[src/rtl/vshs_gen.sv]
`default_nettype none
// vshs_gen: output-side video timing generator with per-frame sync polarity and a
// three-stage pixel fetch pipeline toward an upstream buffer.  Rev 1.0
module vshs_gen #(
  parameter int H_ACTIVE = 1280,
  parameter int H_FP     = 110,
  parameter int H_SYNC   = 40,
  parameter int H_BP     = 220,
  parameter int V_ACTIVE = 720,
  parameter int V_FP     = 5,
  parameter int V_SYNC   = 5,
  parameter int V_BP     = 20
) (
  input  logic        vd_2fp_clk,
  input  logic        rst_n,
  input  logic        gen_en,
  input  logic [1:0]  vhs_pol,
  input  logic [23:0] src_data,
  output logic        data_req,
  output logic [11:0] pix_x,
  output logic [11:0] pix_y,
  output logic        frame_start,
  output logic        busy,
  output logic        out_vs,
  output logic        out_hs,
  output logic        out_de,
  output logic [23:0] out_data
);

  localparam int H_TOTAL = H_SYNC + H_BP + H_ACTIVE + H_FP;
  localparam int V_TOTAL = V_SYNC + V_BP + V_ACTIVE + V_FP;

  localparam logic [11:0] H_LAST     = 12'(H_TOTAL - 1);
  localparam logic [11:0] V_LAST     = 12'(V_TOTAL - 1);
  localparam logic [11:0] H_SYNC_END = 12'(H_SYNC);
  localparam logic [11:0] V_SYNC_END = 12'(V_SYNC);
  localparam logic [11:0] H_ACT_BEG  = 12'(H_SYNC + H_BP);
  localparam logic [11:0] H_ACT_END  = 12'(H_SYNC + H_BP + H_ACTIVE);
  localparam logic [11:0] V_ACT_BEG  = 12'(V_SYNC + V_BP);
  localparam logic [11:0] V_ACT_END  = 12'(V_SYNC + V_BP + V_ACTIVE);

  typedef enum logic [0:0] {
    ST_IDLE = 1'b0,
    ST_RUN  = 1'b1
  } state_t;

  state_t      state;
  state_t      state_nxt;
  logic [11:0] h_cnt;
  logic [11:0] v_cnt;
  logic [1:0]  pol_lat;

  logic        run;
  logic        frame_end;
  logic        frame_go;
  logic        hs_raw;
  logic        vs_raw;
  logic        act;
  logic        fs_raw;

  logic        s1_hs;
  logic        s1_vs;
  logic        s1_fs;
  logic [1:0]  s1_pol;
  logic        s2_hs;
  logic        s2_vs;
  logic        s2_fs;
  logic        s2_de;
  logic [1:0]  s2_pol;

  assign run       = (state == ST_RUN);
  assign busy      = run;
  assign frame_end = run && (h_cnt == H_LAST) && (v_cnt == V_LAST);

  always_ff @(posedge vd_2fp_clk or negedge rst_n) begin
    if (!rst_n) begin
      state <= ST_IDLE;
    end else begin
      state <= state_nxt;
    end
  end

  // frame_go marks the edge at which the counters enter (0,0) for a new frame
  always_comb begin
    state_nxt = state;
    frame_go  = 1'b0;
    case (state)
      ST_IDLE: begin
        if (gen_en) begin
          state_nxt = ST_RUN;
          frame_go  = 1'b1;
        end
      end
      ST_RUN: begin
        if (frame_end) begin
          if (gen_en) begin
            frame_go = 1'b1;
          end else begin
            state_nxt = ST_IDLE;
          end
        end
      end
      default: state_nxt = ST_IDLE;
    endcase
  end

  always_ff @(posedge vd_2fp_clk or negedge rst_n) begin
    if (!rst_n) begin
      h_cnt <= '0;
      v_cnt <= '0;
    end else if (!run) begin
      h_cnt <= '0;
      v_cnt <= '0;
    end else if (h_cnt == H_LAST) begin
      h_cnt <= '0;
      v_cnt <= (v_cnt == V_LAST) ? 12'd0 : v_cnt + 12'd1;
    end else begin
      h_cnt <= h_cnt + 12'd1;
    end
  end

  always_ff @(posedge vd_2fp_clk or negedge rst_n) begin
    if (!rst_n) begin
      pol_lat <= 2'b00;
    end else if (frame_go) begin
      pol_lat <= vhs_pol;
    end
  end

  assign hs_raw = run && (h_cnt < H_SYNC_END);
  assign vs_raw = run && (v_cnt < V_SYNC_END);
  assign act    = run && (h_cnt >= H_ACT_BEG) && (h_cnt < H_ACT_END)
                      && (v_cnt >= V_ACT_BEG) && (v_cnt < V_ACT_END);
  assign fs_raw = run && (h_cnt == 12'd0) && (v_cnt == 12'd0);

  // Syncs travel active-high with their frame's polarity so a mid-pipeline
  // polarity switch never touches the tail of the previous frame.
  always_ff @(posedge vd_2fp_clk or negedge rst_n) begin
    if (!rst_n) begin
      data_req <= 1'b0;
      pix_x    <= '0;
      pix_y    <= '0;
      s1_hs    <= 1'b0;
      s1_vs    <= 1'b0;
      s1_fs    <= 1'b0;
      s1_pol   <= 2'b00;
    end else begin
      data_req <= act;
      pix_x    <= act ? (h_cnt - H_ACT_BEG) : 12'd0;
      pix_y    <= act ? (v_cnt - V_ACT_BEG) : 12'd0;
      s1_hs    <= hs_raw;
      s1_vs    <= vs_raw;
      s1_fs    <= fs_raw;
      s1_pol   <= pol_lat;
    end
  end

  always_ff @(posedge vd_2fp_clk or negedge rst_n) begin
    if (!rst_n) begin
      s2_hs  <= 1'b0;
      s2_vs  <= 1'b0;
      s2_fs  <= 1'b0;
      s2_de  <= 1'b0;
      s2_pol <= 2'b00;
    end else begin
      s2_hs  <= s1_hs;
      s2_vs  <= s1_vs;
      s2_fs  <= s1_fs;
      s2_de  <= data_req;
      s2_pol <= s1_pol;
    end
  end

  always_ff @(posedge vd_2fp_clk or negedge rst_n) begin
    if (!rst_n) begin
      out_hs      <= 1'b0;
      out_vs      <= 1'b0;
      out_de      <= 1'b0;
      frame_start <= 1'b0;
      out_data    <= '0;
    end else begin
      out_hs      <= s2_hs ~^ s2_pol[0];
      out_vs      <= s2_vs ~^ s2_pol[1];
      out_de      <= s2_de;
      frame_start <= s2_fs;
      out_data    <= s2_de ? src_data : 24'd0;
    end
  end

endmodule
`default_nettype wire

[config.mk]
export PLATFORM = sky130hd
export DESIGN_NAME = vshs_gen
export DESIGN_NICKNAME = d
export VERILOG_FILES = /design/src/rtl/vshs_gen.sv
export SDC_FILE = /design/constraint.sdc
export NUM_CORES = 1
export LEC_CHECK = 0
export ABC_AREA = 0
export CORE_MARGIN = 1
export CORE_UTILIZATION = 50
export CTS_CLUSTER_DIAMETER = 40
export DETAILED_ROUTE_END_ITERATION = 16
export GPL_TIMING_DRIVEN = 0
export PLACE_DENSITY = 0.78
export SYNTH_ARGS = -nofsm -noshare
export SYNTH_HDL_FRONTEND = slang
export SYNTH_SLANG_ARGS = --single-unit
[constraint.sdc]
create_clock -name vd_2fp_clk -period 2.5 [get_ports vd_2fp_clk]
set_input_delay 0.5 -clock vd_2fp_clk [delete_from_list [all_inputs] [get_ports vd_2fp_clk]]
set_output_delay 0.5 -clock vd_2fp_clk [all_outputs]
set_load 0.1 [all_outputs]
Word level (Yosys, flattened, before mapping)
Cells that the tools add are included.
{"block": "totals", "mem_bits_ro": 0, "mem_bits_rw": 0, "inputBits": 29, "elab_cells": 62, "latchBits": 0, "register_bits": 91, "output_inout_bits": 54, "n_memories": 0}
{"block": "op_classes", "n_addsub": 4, "n_mux": 13, "n_eq_ne": 3, "n_mul": 0, "bitwise": 3, "reduce_logical": 12, "div_mod_pow": 0, "order_cmp": 6, "shift": 0}
{"cell": "$mux 12", "count": 7}
{"cell": "$add 12x1->12 const B", "count": 2}
{"cell": "$logic_not 12->1", "count": 2}
{"cell": "$mux 24", "count": 1}
{"cell": "$eq 12x10->1 const B", "count": 1}
{"cell": "$eq 12x11->1 const B", "count": 1}
{"cell": "$ge 12x5->1 const B", "count": 1}
{"cell": "$ge 12x9->1 const B", "count": 1}
{"cell": "$lt 12x10->1 const B", "count": 1}
{"cell": "$lt 12x11->1 const B", "count": 1}
{"cell": "$lt 12x3->1 const B", "count": 1}
{"cell": "$lt 12x6->1 const B", "count": 1}
{"cell": "$sub 12x5->12 const B", "count": 1}
{"cell": "$sub 12x9->12 const B", "count": 1}
{"cell": "$logic_and 1x1->1", "count": 10}
{"cell": "$pmux 1 s2", "count": 2}
{"cell": "$mux 1", "count": 3}
{"cell": "$ne 2x1->1 const B", "count": 1}
{"cell": "$xnor 1x1->1", "count": 2}
{"cell": "$not 1->1", "count": 1}

Longest topological paths before layout
Gate-level depths: netlist (run 1).
{"block": "logic_depth", "depth_word": 6, "mapped_depth": 8, "mapped_depth_nobuf": 6}

Worst setup path before layout (run 1)
No wires, ideal clock.
{"block": "synth_timing", "path_kind": "register -> register", "start": "register state, in the netlist busy", "end": "register pix_x[4]", "synth_period_minus_slack_ns": 2.176, "path_stages_with_launch": 6, "setup_ns": 0.086, "slack_ns": 0.324, "required_time_ns": 2.414, "n_path_buf": 1, "arrival_ns": 2.090, "cell_sequence": "dfrtp_1 inv_1 nor4b_1 o221ai_1 buf_2 nor3_1"}
{"block": "synth_via", "elab_chain_len": 5}
{"element": "start: declaration", "line_no": "47", "source": "state_t state;"}
{"element": "start signal: assignment", "line_no": "79", "source": "state <= state_nxt;"}
{"element": "$logic_and 1x1->1 (2 in series)", "line_no": "132", "source": "assign act = run && (h_cnt >= H_ACT_BEG) && (h_cnt < H_ACT_END)"}
{"element": "$logic_and 1x1->1 (2 in series)", "line_no": "133", "source": "&& (v_cnt >= V_ACT_BEG) && (v_cnt < V_ACT_END);"}
{"element": "$mux 12", "line_no": "149", "source": "pix_x <= act ? (h_cnt - H_ACT_BEG) : 12'd0;"}
{"element": "end signal: assignment", "line_no": "149"}
{"element": "end: declaration", "line_no": "20", "source": "output logic [11:0] pix_x,"}
No other way between the ends.
A chain may end at the register's enable or synchronous reset.

Final worst setup path (run 1)
{"block": "layout_timing", "start": "register pix_y[10]", "end": "output port pix_y[10]"}
{"element": "start: declaration", "line_no": "21", "source": "output logic [11:0] pix_y,"}
{"element": "start signal: assignment", "line_no": "150", "source": "pix_y <= act ? (v_cnt - V_ACT_BEG) : 12'd0;"}
No word-level cell between the ends.

==> flow_summary.ini, run 1 <==
[status]
outcome = finished clean

[yosys]
syn_nets = 402
synth-edff-count = 0
synth_area_leaders = dfrtp_1, and2_1, xnor2_1
ys_warn_count = 0
synth_seq_area_share = 0.570
ys_types = 50
syn_inst = 362
async_flop_share = 1.00
synth-main-ff-cell = dfrtp_1
synth_top_area_frac = 0.570
syn_area_um2 = 4000
synth_top_cell_by_area = dfrtp_1
synth-seq-cells = 91
avgSynthCellArea_um2 = 11.0

[critical_path]
crit_type = flop to output pin
endpoint_kind = output pin
critPathSlowestCell = clkdlybuf4s50_1
arrival_ns = 1.86
cp_top_family = buffers and inverters
cpPeakStageDelay_ns = 1.16
required_ns = 2.00
r2r_slack_ns = 0.17
path_cells = clkdlybuf4s50_1
worstPathMaxFanout = 1
crit_buf_inv = 1
setup.worst_path.start_class = flop

[clock_tree]
cts_buffers = 9
cts_tree = done
cts_hold_buffers = 0
cts_sinks = 91
clk_path_buf_depth = 2
clkSlewWorstSetupHoldPaths_ns = 0.09
h-tree-depth = 3
cts-root-buf = clkbuf_8
clkLatencyLatePin_ns = 0.35

[grt]
busiest_layer = met2
use_met3 = 0.0360
grt-ovfl-total = 0
grtUsageMet2 = 0.358
grt_use_total = 0.225
antenna_found_initial = 0
grt.met1_usage = 0.311
grt_pass1_vias = 2975
grt_max_degree = 48
grt_first_pass_wirelength_um = 14600

[die]
coreArea_um2 = 7730
boundaryPins = 83
fp.dieH_um = 91.4
die_area_um2 = 8360
die_w_um = 91.4
initial_core_util = 0.517
rows = 32

[pwr]
vdd_drop_max_v = 0.000390
p_comb_frac = 0.194
sw_frac_of_total = 0.295
pwr-share-seq = 0.494
power_w = 0.00327
switchingPower_w = 0.000968
p_leak_nw = 2.36
power_density_nw_per_um2 = 630
clock_power_share = 0.312
p_int_w = 0.00231

[final_layout]
antennaDiodeCount = 0
layout.nets = 496
fillers = 582
seqCellArea_um2 = 2280
multi_input_area_um2 = 1560
area_growth_syn_to_layout_pct = 30.0
drive_above_1_share = 0.0824

[timing]
period_minus_slack_ns = 2.36
finalMaxSlewViolations = 0
tightest_slew_ns = 1.01
maxSlewHeadroom = 0.326
setup_viol = 0
fmax_mhz = 424
timing.final.hold_violations = 0
rsz0062_at_grt = false
period_share = 0.943
tns_ns = 0
clock-skew-final_ns = 0.00647

[detailed_routing]
avgRoutedWirePerCell_um = 15.6
drc = 0
dr.pass1.iters = 4
drtAntennaViolNets = 0
viasPerCell = 5.41
vias = 3044
drtIter0Drc = 195
totalWireLength_um = 8770

[placement]
gp_congestion = 0.870
dp_hpwl_um = 6230
numPortBuffers = 82

[flow_run]
cap_violations = 0

[worst_hold_path]
hold_path_class = primary input to asynchronous set/reset pin
==> through the flow <==
stage	utilization	setup slack [ns]	hold WS, ns	cells	area (µm²)
2_1_floorplan	-	0.324	0.204	362	4000
3_5_place_dp	0.642	-0.0462	0.338	547	4960
5_1_grt	0.673	0.0491	0.171	563	5200
3_3_place_gp	0.640	-2.20	0.334	546	4950
4_1_cts	0.670	0.0105	0.138	563	5180
6_report	0.673	0.143	0.125	563	5200
==> state kept, by name, summed over array words and instances, names as in the netlist, 2 cells and up <==
| signal | flops |
|---|---|
| pol_lat | 2 |
| h_cnt | 12 |
| pix_y | 12 |
| out_data | 24 |
| v_cnt | 12 |
| s1_pol | 2 |
| s2_pol | 2 |
| pix_x | 12 |
==> cells in the final DEF (no fill, tap or decap), types with 3 or more instances in the layout <==
cell type        netlist  final
nor4_1                 4      3
xnor2_1               18     18
and3_1                 6      6
mux2i_1                8      8
and2_1                28     28
clkbuf_8               0     10
nor3_1                25     25
buf_4                  3      4
nand4_1               13     13
nor2_1                23     23
ha_1                  11     11
or3_1                  5      5
dfrtp_1               91     91
buf_2                  6      6
nand2_1               13     13
nor4b_1                3      3
clkdlybuf4s50_1        0     80
a21oi_1                4      4
nand3_1               13     13
o21ai_0                4      4
a31oi_1               11     11
clkbuf_1              18     18
xor2_1                 7      7
inv_1                 12     12
==> layer usage <==
metal	wire, µm	vias to the layer above
met2	4210	121
met3	493	10
li1	-	1439
met5	0	-
met4	103	0
met1	3960	1474
==> cell type report <==
cell class / instances / share of cell area
flip-flops and latches: 91 / 0.438
multi-input cells: 229 / 0.300
repair buffers: 83 / 0.161
plain buffers: 30 / 0.0270
clock buffers: 10 / 0.0265
well taps: 102 / 0.0246
clock inverters: 6 / 0.0137
inverters: 12 / 0.00867
==> power by group through the flow <==
stage	logic [W]	registers (W)	clock network, W
3_3_place_gp	0.000611	0.00164	0
2_1_floorplan	0.000363	0.00172	0
3_5_place_dp	0.000630	0.00165	0
4_1_cts	0.000634	0.00162	0.00105
5_1_grt	0.000694	0.00163	0.00111
6_report	0.000634	0.00162	0.00102
==> path summary, 6_finish.rpt <==
kind                                     startpoint                   to  depth (start not counted)
max in group asynchronous                     rst_n  h_cnt[11]$_DFF_PN0_                          2
min in group vd_2fp_clk             s1_vs$_DFF_PN0_      s2_vs$_DFF_PN0_                          0
worst max register to register   h_cnt[2]$_DFF_PN0_   pix_y[9]$_DFF_PN0_                          8
worst min register to register      s1_vs$_DFF_PN0_      s2_vs$_DFF_PN0_                          0
worst min-delay path                          rst_n     out_hs$_DFF_PN0_                          1
worst max-delay path            pix_y[10]$_DFF_PN0_            pix_y[10]                          1
==> Yosys cell counts (all sizes together) (2+ instances only) <==
master and n:
nor4 4, a211oi 3, nand2 13, and4 2
and2 28, a21oi 4, o21ai 5, o31a 2
or3 5, nor3 25, nand4 13, nor4b 3
xor2 7, nand4b 2, o31ai 2, nand3 13
nand2b 2, nor2 23, mux2 2, ha 11
o22ai 2, mux2i 8, xnor2 18, or4 3
and3 6, dfrtp 91, inv 12, buf 11
a31oi 11, clkbuf 19
==> what timing repair did <==
item | CTS | global route
setup buffers | 0 | 0
pin swaps | 0 | 0
setup endpoints to repair | 12 | 30
gates cloned | 0 | 0
gates resized for setup | 2 | 3
==> cell families (layout without fill, tap and decap cells) <==
family / count (synthesis) / after routing / synth area share
and+or+nand+nor: 147 / 147 / 0.205
DFF: 91 / 91 / 0.570
buffers and inverters: 42 / 141 / 0.0463
AOI/OAI and AO/OA: 36 / 36 / 0.0642
xor gates and xnor gates: 25 / 25 / 0.0548
adders and majority gates: 11 / 11 / 0.0344
muxes: 10 / 10 / 0.0257
(Power assumes the default switching activity.)
==> run 2, diff against run 1 <==
Settings changed: CORE_MARGIN 1 to not set.
==> results of run 2 <==
The final DEF is identical to that of run 1; final timing and power are the same.
